**src/rtl/expansion_pkg.sv**
```systemverilog
// Shared constants and elaboration helpers for the expansion input filter.
// Covers the debounce counter width, DEBOUNCE range handling and tick counter sizing.
package expansion_pkg;

    localparam int CNT_W = 4;

    function automatic bit debounce_ok(input int d);
        return (d >= 1) && (d <= 15);
    endfunction

    // Out-of-range DEBOUNCE degrades to single-sample acceptance.
    function automatic logic [CNT_W-1:0] debounce_limit(input int d);
        return debounce_ok(d) ? CNT_W'(d - 1) : '0;
    endfunction

    function automatic int tick_w(input int div);
        return (div > 1) ? $clog2(div) : 1;
    endfunction

endpackage

```
**src/rtl/expansion_debounce_bit.sv**
```systemverilog
// One expansion input: consecutive-sample debounce counter, filtered level,
// and sticky rise/fall event flags with write-1-to-clear.
module expansion_debounce_bit
    import expansion_pkg::*;
#(
    parameter int DEBOUNCE = 4
) (
    input  logic clk,
    input  logic rst_n,
    input  logic tick,
    input  logic sample,
    input  logic flag_clear,
    output logic filtered,
    output logic rise_flag,
    output logic fall_flag,
    output logic update
);

    localparam logic [CNT_W-1:0] LIMIT = debounce_limit(DEBOUNCE);

    logic [CNT_W-1:0] cnt_q, cnt_d;
    logic             filt_q, filt_d;
    logic             rise_q, rise_d;
    logic             fall_q, fall_d;
    logic             accept;

    always_comb begin
        cnt_d  = cnt_q;
        filt_d = filt_q;
        accept = 1'b0;
        if (tick) begin
            if (sample == filt_q) begin
                cnt_d = '0;
            end else if (cnt_q == LIMIT) begin
                filt_d = sample;
                cnt_d  = '0;
                accept = 1'b1;
            end else begin
                cnt_d = cnt_q + CNT_W'(1);
            end
        end
        // A new event outranks a clear strobe in the same cycle.
        rise_d = (rise_q & ~flag_clear) | (accept & sample);
        fall_d = (fall_q & ~flag_clear) | (accept & ~sample);
    end

    always_ff @(posedge clk or negedge rst_n) begin
        if (!rst_n) begin
            cnt_q  <= '0;
            filt_q <= 1'b0;
            rise_q <= 1'b0;
            fall_q <= 1'b0;
        end else begin
            cnt_q  <= cnt_d;
            filt_q <= filt_d;
            rise_q <= rise_d;
            fall_q <= fall_d;
        end
    end

    assign filtered  = filt_q;
    assign rise_flag = rise_q;
    assign fall_flag = fall_q;
    assign update    = accept;

endmodule

```
**src/rtl/expansion_input_filter.sv**
```systemverilog
// Debounce and edge-capture stage for the shift-register I/O expander inputs.
// Holds the sample tick divider, input inversion, change pulse and irq register.
module expansion_input_filter
    import expansion_pkg::*;
#(
    parameter int               WIDTH      = 8,
    parameter int               SAMPLE_DIV = 1000,
    parameter int               DEBOUNCE   = 4,
    parameter logic [WIDTH-1:0] INVERT     = '0
) (
    input  logic             clk,
    input  logic             rst_n,
    input  logic [WIDTH-1:0] data_in,
    output logic [WIDTH-1:0] data_filtered,
    output logic [WIDTH-1:0] rise_flags,
    output logic [WIDTH-1:0] fall_flags,
    input  logic [WIDTH-1:0] flag_clear,
    output logic             changed,
    output logic             irq
);

    localparam int            TW     = tick_w(SAMPLE_DIV);
    localparam logic [TW-1:0] RELOAD = TW'(SAMPLE_DIV - 1);

    logic [TW-1:0]    tcnt_q, tcnt_d;
    logic             tick;
    logic             changed_q, changed_d;
    logic             irq_q, irq_d;
    logic [WIDTH-1:0] sample;
    logic [WIDTH-1:0] update;

    assign sample = data_in ^ INVERT;
    assign tick   = (tcnt_q == '0);

    always_comb begin
        tcnt_d    = tick ? RELOAD : tcnt_q - TW'(1);
        changed_d = |update;
        irq_d     = |(rise_flags | fall_flags);
    end

    always_ff @(posedge clk or negedge rst_n) begin
        if (!rst_n) begin
            tcnt_q    <= RELOAD;
            changed_q <= 1'b0;
            irq_q     <= 1'b0;
        end else begin
            tcnt_q    <= tcnt_d;
            changed_q <= changed_d;
            irq_q     <= irq_d;
        end
    end

    for (genvar i = 0; i < WIDTH; i++) begin : g_bit
        expansion_debounce_bit #(
            .DEBOUNCE(DEBOUNCE)
        ) u_bit (
            .clk       (clk),
            .rst_n     (rst_n),
            .tick      (tick),
            .sample    (sample[i]),
            .flag_clear(flag_clear[i]),
            .filtered  (data_filtered[i]),
            .rise_flag (rise_flags[i]),
            .fall_flag (fall_flags[i]),
            .update    (update[i])
        );
    end

    assign changed = changed_q;
    assign irq     = irq_q;

endmodule

```
**config.mk**
```make
export PLATFORM = sky130hd
export DESIGN_NAME = expansion_input_filter
export DESIGN_NICKNAME = d
export VERILOG_FILES = /design/src/rtl/expansion_pkg.sv /design/src/rtl/expansion_debounce_bit.sv /design/src/rtl/expansion_input_filter.sv
export SDC_FILE = /design/constraint.sdc
export NUM_CORES = 1
export LEC_CHECK = 0
export BUFFER_PORTS_ARGS = -buffer_cell sky130_fd_sc_hd__clkbuf_2
export CAP_MARGIN = 10
export CORE_MARGIN = 2
export CORE_UTILIZATION = 28
export CTS_CLUSTER_SIZE = 40
export DETAILED_ROUTE_END_ITERATION = 12
export GPL_ROUTABILITY_DRIVEN = 1
export HOLD_SLACK_MARGIN = 0.12
export SLEW_MARGIN = 20
export SYNTH_ARGS = -nofsm -noshare
export SYNTH_HDL_FRONTEND = slang
export SYNTH_SLANG_ARGS = --single-unit
```
**constraint.sdc**
```tcl
create_clock -name clk -period 1.8 [get_ports clk]
set_input_delay 0 -clock clk [delete_from_list [all_inputs] [get_ports clk]]
set_output_delay 0 -clock clk [all_outputs]
set_load 0.03 [all_outputs]
```
==> qor.txt, run 1 <==
Synth area leader - dfrtp_1
total CTS buffers - 9
Die H - 119.9 um
synth top area cells - dfrtp_1 (40%), dfstp_2 (5.6%), buf_4 (4.8%), inv_1 (4.4%), o32ai_1 (3.7%)
busiest grt layer - met2
Die ar. - 0.01438 mm^2
GR Util met2 - 22.59%
failing checks - setup timing
Vias - 3057
gpl congestion - 0.8330
RSZ-0062 raised after global routing - yes
post-synth top area share - 39.91%
post-synthesis xor/xnor area fraction - 3.957%
IO buf count - 43
Max Slew Vio Count - 0
pre-CTS WS - -0.1409 ns
later-pin clock latency in the skew report - 0.33 ns
Fin Hold WS - 0.1372 ns
area of the core - 0.01319 mm^2
critical path type - reg -> reg
All-Layer GR Usage - 13.49%
Detailed Routing Iterations Pass 1 - 4
status - complete, but fails checks
post-synthesis simple-gate area fraction - 15.23%
mux share of post-synthesis cell area - 4.157%
gr ovfl total - 0
drt drc - 0
Power per Cell Area - 741.1 mW/mm^2
initial antenna violation count - 0
post-layout util - 37.44%
post-synthesis adder-cell area fraction - 3.326%
yosys warns - 0
Setup-failing EPs final - 1
vias in the first global route - 3166
CP Max Fanout - 10
GR met3 Demand/Resource - 3.897%
CP startpoint kind - flip-flop
Final Hold Viols - 0
diode count - 0
met1 Usage GRT - 16.36%
row count - 42
main combinational cell family by area after synthesis - compound AO/OA/AOI/OAI gates
root buf cell - clkbuf_16
area grow syn2layout - 31.26%
number of synthesized flops with an enable pin - 0
syn_nets - 387
Post-Syn Area per Cell - 10.48 um^2
Post-synth top cells - dfrtp_1 (60), inv_1 (44), buf_4 (24)
H-Tree Depth - 3
ys async rst share - 100.0%
WL/cell - 15.77 um
DP Cell Count - 571
Clock Sinks - 68
Net count, final - 457
Syn Inst Count - 359
largest net degree at the start of global routing - 53
Slew headroom - 50.27%
count leader, synth - dfrtp_1
Max VDD drop - 0.0004140 V
Worst Path Required - 2.01 ns
max-cap violations - 0
Synth Flop Type - dfrtp_1
post-route minimum period - 1.809 ns
post-route setup slack - -0.009047 ns
CTS clk-pin slew, worst paths - 0.05 ns
clk buf depth - 2
DRT Wirelength - 9588 um
static leakage - 0.002112 uW
post-synthesis sequential area ratio - 45.49%
DP Wirelength - 6492 um
mapped cell area - 0.003762 mm^2
io pins - 44
Via density - 5.028
Max Freq - 0.5528 GHz
Yosys cell types - 50
layout cells sized above 1 - 31.71%
worst min path class - in -> async
compound-cell area share of the yosys netlist - 16.59%
Setup TNS - -0.009047 ns
Final period util - 100.5%
first-pass GRT wire length - 15290 um
Initial Utilization - 28.52%
antenna viol nets, final - 0
fin cells - 608
Clock Skew - 0.004891 ns
Critical Path AT - 2.01 ns
Die Width - 119.9 um
CTS tree - done
Starting DRT DRC Count - 253
CP Capture Type - flip-flop
register bit total from synthesis - 68
Worst Max-Slew Pin Slew - 0.7391 ns
-- cells by family after synthesis --
logic type	after synthesis
adders and majority gates	10
buffers and inverters	81
xor gates and xnor gates	17
and+or+nand+nor	88
muxes	15
DFF	68
AOI/OAI and AO/OA	80
-- worst paths after layout --
check                                            to  slack, ns     startpoint  cells after the start
min reg2reg                               tcnt_q[0]       0.47      tcnt_q[0]                      1
max                         g_bit[1].u_bit.cnt_q[3]     -0.009      tcnt_q[6]                      4
min                         g_bit[2].u_bit.cnt_q[2]       0.14          rst_n                      2
max in group asynchronous                 tcnt_q[8]       1.00          rst_n                      3
min in group clk           g_bit[2].u_bit.fall_flag       0.42  flag_clear[2]                      3
max reg2reg                 g_bit[1].u_bit.cnt_q[3]     -0.009      tcnt_q[6]                      4
-- metal layers --
layer  wire length, um  vias to the layer above
met5                 0                        -
li1                  -                     1455
met3               431                       11
met2              4842                       74
met1              4189                     1517
met4               125                        0
-- placed cells by master (no fill, tap or decap), drive strengths merged, types with 10 or more instances in the layout --
cell	Yosys	final
mux2i	10	10
o32ai	16	16
dlygate4sd3	0	17
nand3	13	13
inv	44	44
nand4	10	10
clkbuf	5	55
ha	10	10
buf	32	36
nand2	11	11
o31ai	12	12
dfrtp	60	60
-- worst max-delay path, stage by stage, from the launching register on --
cell and delay [ns]:
dfstp_2 0.36, or4_4 0.61, buf_12 0.19, a2111oi_1 0.38, o22ai_1 0.13
-- stage by stage --
| step | power (uW) | cell area [um^2] |
|---|---|---|
| 6_report | 3660 | 4938 |
| 2_1_floorplan | 1846 | 3766 |
| 5_1_grt | 3803 | 4938 |
| 3_5_place_dp | 1982 | 4194 |
| 3_3_place_gp | 1973 | 4194 |
| 4_1_cts | 3674 | 4720 |
-- state kept, by name (all words and copies together), names as in the netlist --
signal	cells
tcnt_q	10
g_bit.u_bit.fall_flag	8
g_bit.u_bit.rise_flag	8
changed	1
g_bit.u_bit.filtered	8
irq	1
g_bit.u_bit.cnt_q	32
-- final cells by class --
type                    instances  area, um^2
fillers                      1259        8252
multi-input cells             210        1837
inverters                      44       165.2
clock buffers                  12       266.5
flip-flops and latches         68        1712
clock inverters                 2       10.01
repair buffers                 96       728.2
well taps                     176       220.2
-- power by group --
group / leakage (uW) / total (uW) / switching (uW) / internal, uW
Clock: 0.000140 / 1640 / 620 / 1020
Combinational: 0.00111 / 375 / 213 / 162
Sequential: 0.000860 / 1640 / 60.5 / 1580
-- timing repair --
| action | CTS | global route |
|---|---|---|
| endpoints found under the hold margin | 96 | 0 |
| setup buffers | 4 | 1 |
| hold buffers | 17 | 0 |
| cloned | 0 | 1 |
| setup endpoints to repair | 18 | 40 |
| resized for setup | 13 | 35 |
| pin swaps | 2 | 8 |
Note: power is estimated with default switching activity, not from simulation.
==> run 2: changes to the inputs <==
--- a/config.mk
+++ b/config.mk
@@ -13,6 +13,8 @@
 export DETAILED_ROUTE_END_ITERATION = 12
 export GPL_ROUTABILITY_DRIVEN = 1
 export HOLD_SLACK_MARGIN = 0.12
+export MAX_ROUTING_LAYER = met4
+export REMOVE_ABC_BUFFERS = 1
 export SLEW_MARGIN = 20
 export SYNTH_ARGS = -nofsm -noshare
 export SYNTH_HDL_FRONTEND = slang
==> constraint.sdc (replaced) <==
create_clock -name clk -period 1.95 [get_ports clk]
set_input_delay 0 -clock clk [delete_from_list [all_inputs] [get_ports clk]]
set_output_delay 0 -clock clk [all_outputs]
set_load 0.03 [all_outputs]
==> run 2 against run 1 <==
The flow now finishes without violations. Clock power about the same. Non-clock buffer count down 15. Global-route usage up 0.29 points. Total power down 5.1%. Sequential power down 8%. Largest cell class is now flip-flops and latches.
==> qor.txt, run 2 (same netlist as run 1, synthesis figures left out) <==
CP Capture Type - flip-flop
Detailed Routing Iterations Pass 1 - 4 (unchanged)
static leakage - 0.001973 uW (-6.6%)
Clock Sinks - 68 (unchanged)
largest net degree at the start of global routing - 37 (-30%)
Max Slew Vio Count - 0 (unchanged)
Final period util - 98.23% (-2.3 points)
status - completed
CP startpoint kind - flip-flop
area grow syn2layout - 22.88%
Max Freq - 0.5221 GHz (-5.6%)
commonest non-fill, non-tap cell in the layout - dfrtp_1
area of the core - 0.01319 mm^2 (unchanged)
Critical Path AT - 2.12 ns (+0.11 ns)
All-Layer GR Usage - 13.78% (+0.29 points)
WL/cell - 15.29 um (-3.1%)
vias in the first global route - 2997 (-5.3%)
Max VDD drop - 0.0005148 V (+24%)
Initial Utilization - 28.52% (unchanged)
max-cap violations - 0 (unchanged)
Net count, final - 442 (-3.3%)
Slew headroom - 44.98% (-5.3 points)
gpl congestion - 0.8192 (-1.7%)
io pins - 44 (unchanged)
Vias - 2990 (-2.2%)
Via density - 5.025 (about the same)
Overall Power - 3475 uW (-5.1%)
Post-CTS Setup Inserts - 0 (-4)
IO buf count - 43 (unchanged)
Largest register FFs - 32 (unchanged)
largest registers - g_bit.u_bit.cnt_q (32), tcnt_q (10)
post-route minimum period - 1.915 ns (+0.1064 ns)
initial antenna violation count - 0 (unchanged)
Worst Path Required - 2.15 ns (+0.14 ns)
Setup-failing EPs final - 0 (-1)
Clock Skew - 0.006059 ns (+0.001168 ns)
Starting DRT DRC Count - 109 (-57%)
DP Wirelength - 6324 um (-2.6%)
Power per Cell Area - 751.6 mW/mm^2 (+1.4%)
layout cells sized above 1 - 25.78% (-5.9 points)
H-Tree Depth - 3 (unchanged)
antenna viol nets, final - 0 (unchanged)
first-pass GRT wire length - 15240 um (-0.36%)
Die H - 119.9 um (unchanged)
Final Hold Viols - 0 (unchanged)
Worst Max-Slew Pin Slew - 0.8253 ns (+0.08623 ns)
critical path type - reg -> reg
CTS clk-pin slew, worst paths - 0.06 ns (about the same)
total CTS buffers - 9 (unchanged)
flop2flop setup slack - 0.03 ns (+0.04 ns)
Setup TNS - 0 ns (+0.009047 ns)
register with the most flip-flops - g_bit.u_bit.cnt_q
gr ovfl total - 0 (unchanged)
row count - 42 (unchanged)
later-pin clock latency in the skew report - 0.34 ns (about the same)
drt drc - 0 (unchanged)
commonest non-fill, non-tap cells in the layout - dfrtp_1 (60), inv_1 (44), clkbuf_2 (42)
RSZ-0062 raised after global routing - yes
diode count - 0 (unchanged)
worst min path class - in -> async
DRT Wirelength - 9095 um (-5.1%)
Die ar. - 0.01438 mm^2 (unchanged)
root buf cell - clkbuf_16
CP Max Fanout - 9 (-1)
CTS tree - done
Die Width - 119.9 um (unchanged)
clk buf depth - 2 (unchanged)
[run 2: layer usage]
| metal | wire length (um) | GRT usage [%] | up-vias | share of wire, % |
|---|---|---|---|---|
| met1 | 4361 | 18.04 | 1503 | 48 |
| met2 | 4315 | 21.24 | 51 | 47 |
| met3 | 257 | 2.139 | 11 | 2.8 |
| met4 | 160 | 5.882 | 0 | 1.8 |
| met5 | 0 | - | - | 0 |
| li1 | - | - | 1425 | - |
[run 2: worst max-delay path: stages, from the launching register on]
cell	delay, ns
dfrtp_1	0.38
or4_4	0.62
buf_4	0.22
a2111oi_1	0.44
o22ai_1	0.13
[run 2: final cells by class]
type | instances | area, um^2
Sequential cell | 68 | 1712
Inverter | 44 | 165.2
Tap cell | 176 | 220.2
Fill cell | 1306 | 8567
Clock buffer | 10 | 239.0
Timing Repair Buffer | 81 | 555.5
Clock inverter | 6 | 63.81
Multi-Input combinational cell | 210 | 1668
[run 2: final timing paths]
path,startpoint,endpoint,depth (start not counted)
setup / recovery,tcnt_q[4],g_bit[2].u_bit.cnt_q[3],4
hold / removal,rst_n,g_bit[5].u_bit.filtered,2
setup reg to reg,tcnt_q[4],g_bit[2].u_bit.cnt_q[3],4
hold reg to reg,tcnt_q[8],tcnt_q[8],1
max in group asynchronous,rst_n,g_bit[2].u_bit.cnt_q[2],3
min in group clk,flag_clear[2],g_bit[2].u_bit.rise_flag,3
[run 2: stage by stage]
stage                     hold slack, ns  utilization, %  instances  worst slack (ns)  cell area (um^2)
final                             0.3152           35.05        595           0.03460              4623
after global routing              0.3964           35.05        595         -0.002140              4623
after CTS                         0.3510           34.84        595          0.004324              4596
after detailed placement          0.1459           31.16        562          -0.01092              4110
after global placement            0.1347           31.16        562           0.07837              4110
after floorplan                  -0.2956               -        322           -0.1622              3505
[run 2: where the power goes]
part | switching [uW] | leakage (uW) | internal (uW)
Sequential | 52.8 | 0.000860 | 1460
Combinational | 179 | 0.000969 | 131
Clock | 632 | 0.000144 | 1020
[run 2: timing repair]
action | CTS | global route
endpoints found under the setup margin | 4 | 19
pin swaps | 0 | 1
hold buffers | 17 | 0
resized for setup | 4 | 6
hold endpoints to repair | 55 | 0
==> run 3: changes to the inputs <==
--- a/config.mk
+++ b/config.mk
@@ -9,6 +9,7 @@
 export CAP_MARGIN = 10
 export CORE_MARGIN = 2
 export CORE_UTILIZATION = 28
+export CTS_BUF_LIST = sky130_fd_sc_hd__clkbuf_16
 export CTS_CLUSTER_SIZE = 40
 export DETAILED_ROUTE_END_ITERATION = 12
 export GPL_ROUTABILITY_DRIVEN = 1
==> run 3 against run 2 <==
Clock-buffer cell count fell by 1. Clock skew is essentially flat. Total power fell by 1.1%. First-iteration DRC count grew 1.8%. Via count barely moved. Sequential share of layout area up 0.080 points. Register-to-register slack hardly changed. Cell area shrank 0.22%. Setup slack better by 0.0044 ns. Clock power shrank 2%. Global-route usage is essentially flat. Critical path type unchanged. Largest cell class unchanged.
==> qor.txt, run 3 (same netlist as run 1, synthesis figures left out) <==
status - completed
Switching Fraction - 25.14% (+0.28 points)
Vias - 2988 (-0.067%)
H-Tree Depth - 3 (unchanged)
Clock Skew - 0.006306 ns (+0.0002466 ns)
fin cells - 595 (unchanged)
DRT Wirelength - 9095 um (unchanged)
commonest non-fill, non-tap cell in the layout - dfrtp_1
RSZ-0062 raised after global routing - yes
slowest CP cell - or4_4
diode count - 0 (unchanged)
row count - 42 (unchanged)
largest registers - g_bit.u_bit.cnt_q (32), tcnt_q (10)
Setup-failing EPs final - 0 (unchanged)
area grow syn2layout - 22.61%
CP Cell Sequence - or4_4 > buf_4 > a2111oi_1 > o22ai_1
WL/cell - 15.29 um (unchanged)
Max VDD drop - 0.0005145 V (about the same)
drt drc - 0 (unchanged)
Via density - 5.022 (about the same)
busiest grt layer - met2
DP Wirelength - 6324 um (unchanged)
CTS tree - done
gr ovfl total - 0 (unchanged)
post-route cell area - 0.004613 mm^2 (-0.22%)
layout cells sized above 1 - 25.54% (-0.24 points)
Slew headroom - 45.48% (+0.50 points)
root buf cell - clkbuf_16
Int Power - 2572 uW (-1.5%)
Starting DRT DRC Count - 111 (+1.8%)
vias in the first global route - 2997 (unchanged)
CP startpoint kind - flip-flop
CP peak stage delay - 0.62 ns (about the same)
Setup TNS - 0 ns (unchanged)
Max Slew Vio Count - 0 (unchanged)
NetSw - 863.6 uW (about the same)
later-pin clock latency in the skew report - 0.34 ns (about the same)
area of the core - 0.01319 mm^2 (unchanged)
Die Width - 119.9 um (unchanged)
post-route minimum period - 1.911 ns (-0.004355 ns)
GR Util met2 - 21.27% (+0.036 points)
GR met3 Demand/Resource - 2.139% (unchanged)
met1 Usage GRT - 17.98% (-0.060 points)
worst path bufs/invs - 1 (unchanged)
Seq pwr share - 44.0% (+0.5 points)
gpl congestion - 0.8192 (unchanged)
io pins - 44 (unchanged)
Detailed Routing Iterations Pass 1 - 4 (unchanged)
CP Max Fanout - 9 (unchanged)
Clock Sinks - 68 (unchanged)
Post-DP Area - 0.004110 mm^2 (unchanged)
IO buf count - 43 (unchanged)
Worst Max-Slew Pin Slew - 0.8178 ns (-0.007519 ns)
Combinational Power Share - 9.0% (about the same)
max-cap violations - 0 (unchanged)
critical path type - reg -> reg
register with the most flip-flops - g_bit.u_bit.cnt_q
largest net degree at the start of global routing - 37 (unchanged)
clk buf depth - 2 (unchanged)
Worst Path Required - 2.15 ns (about the same)
All-Layer GR Usage - 13.77% (about the same)
Fin Hold WS - 0.3099 ns (-0.005364 ns)
static leakage - 0.001968 uW (-0.28%)
Initial Utilization - 28.52% (unchanged)
DP Cell Count - 562 (unchanged)
CP Capture Type - flip-flop
first-pass GRT wire length - 15240 um (unchanged)
Power per Cell Area - 744.7 mW/mm^2 (-0.93%)
initial antenna violation count - 0 (unchanged)
clock share of power - 47.0% (-0.6 points)
Max Freq - 0.5233 GHz (+0.23%)
worst min path class - in -> async
Largest register FFs - 32 (unchanged)
CTS clk-pin slew, worst paths - 0.06 ns (about the same)
Net count, final - 442 (unchanged)
Die ar. - 0.01438 mm^2 (unchanged)
Final period util - 98.00% (-0.22 points)
antenna viol nets, final - 0 (unchanged)
commonest non-fill, non-tap cells in the layout - dfrtp_1 (60), inv_1 (44), clkbuf_2 (42)
total CTS buffers - 9 (unchanged)
CP top delay family - simple AND/OR/NAND/NOR gates
Die H - 119.9 um (unchanged)
Critical Path AT - 2.12 ns (about the same)
Fillers - 1308 (+0.15%)
Final Hold Viols - 0 (unchanged)
run 3: cell types whose count changed in the layout (fill, tap and decap cells not counted), sizes merged:
| cell | previous run | this run |
|---|---|---|
| clkbuf | 52 | 51 |
| clkinv | 3 | 4 |
run 3: worst paths after layout:
kind | depth (start not counted) | startpoint | slack, ns | to
worst min-delay path | 2 | rst_n | 0.31 | g_bit[4].u_bit.filtered
min in group clk | 3 | flag_clear[2] | 0.41 | g_bit[2].u_bit.rise_flag
worst max-delay path | 4 | tcnt_q[4] | 0.04 | g_bit[2].u_bit.cnt_q[3]
worst min register to register | 1 | tcnt_q[8] | 0.51 | tcnt_q[8]
worst max register to register | 4 | tcnt_q[4] | 0.04 | g_bit[2].u_bit.cnt_q[3]
max in group asynchronous | 3 | rst_n | 0.97 | g_bit[2].u_bit.cnt_q[2]
run 3: final cells by class:
class                           instances  area (um^2)  share of cell area [%]
Clock buffer                            9        225.2                   4.882
Clock inverter                          7        67.56                   1.465
Inverter                               44        165.2                   3.580
Multi-Input combinational cell        210         1668                   36.15
Sequential cell                        68         1712                   37.10
Tap cell                              176        220.2                   4.774
Timing Repair Buffer                   81        555.5                   12.04
run 3: worst register-to-register path, stage by stage, from the launching register on:
cell and delay [ns]:
dfrtp_1 0.37, or4_4 0.62, buf_4 0.22, a2111oi_1 0.44, o22ai_1 0.13
run 3: power groups by stage:
| stage | sequential (uW) | combinational [uW] | clock, uW |
|---|---|---|---|
| floorplan | 1540 | 152 | 0 |
| global placement | 1530 | 276 | 0 |
| detailed placement | 1530 | 280 | 0 |
| CTS | 1510 | 310 | 1650 |
| global route | 1520 | 351 | 1710 |
| finish | 1510 | 309 | 1610 |
run 3: through the flow:
stage | power [uW] | utilization (%) | worst slack [ns]
after floorplan | 1691 | - | -0.1622
after detailed placement | 1814 | 31.16 | -0.01092
final | 3435 | 34.97 | 0.03896
after CTS | 3466 | 34.77 | 0.003384
after global routing | 3583 | 34.97 | -0.001367
after global placement | 1809 | 31.16 | 0.07837
run 3: what timing repair did:
item / 4_1_cts / 5_1_grt
gates cloned: 0 / 0
setup buffers: 0 / 0
hold buffers: 17 / 0
resized for setup: 4 / 6
pin swaps: 0 / 1
endpoints found under the setup margin: 4 / 19
endpoints found under the hold margin: 55 / 0
run 3: per-layer routing:
metal  routed length [um]  vias to the layer above
met3                  227                       11
met4                  175                        0
li1                     -                     1426
met1                 4393                     1508
met2                 4299                       43
met5                    0                        -
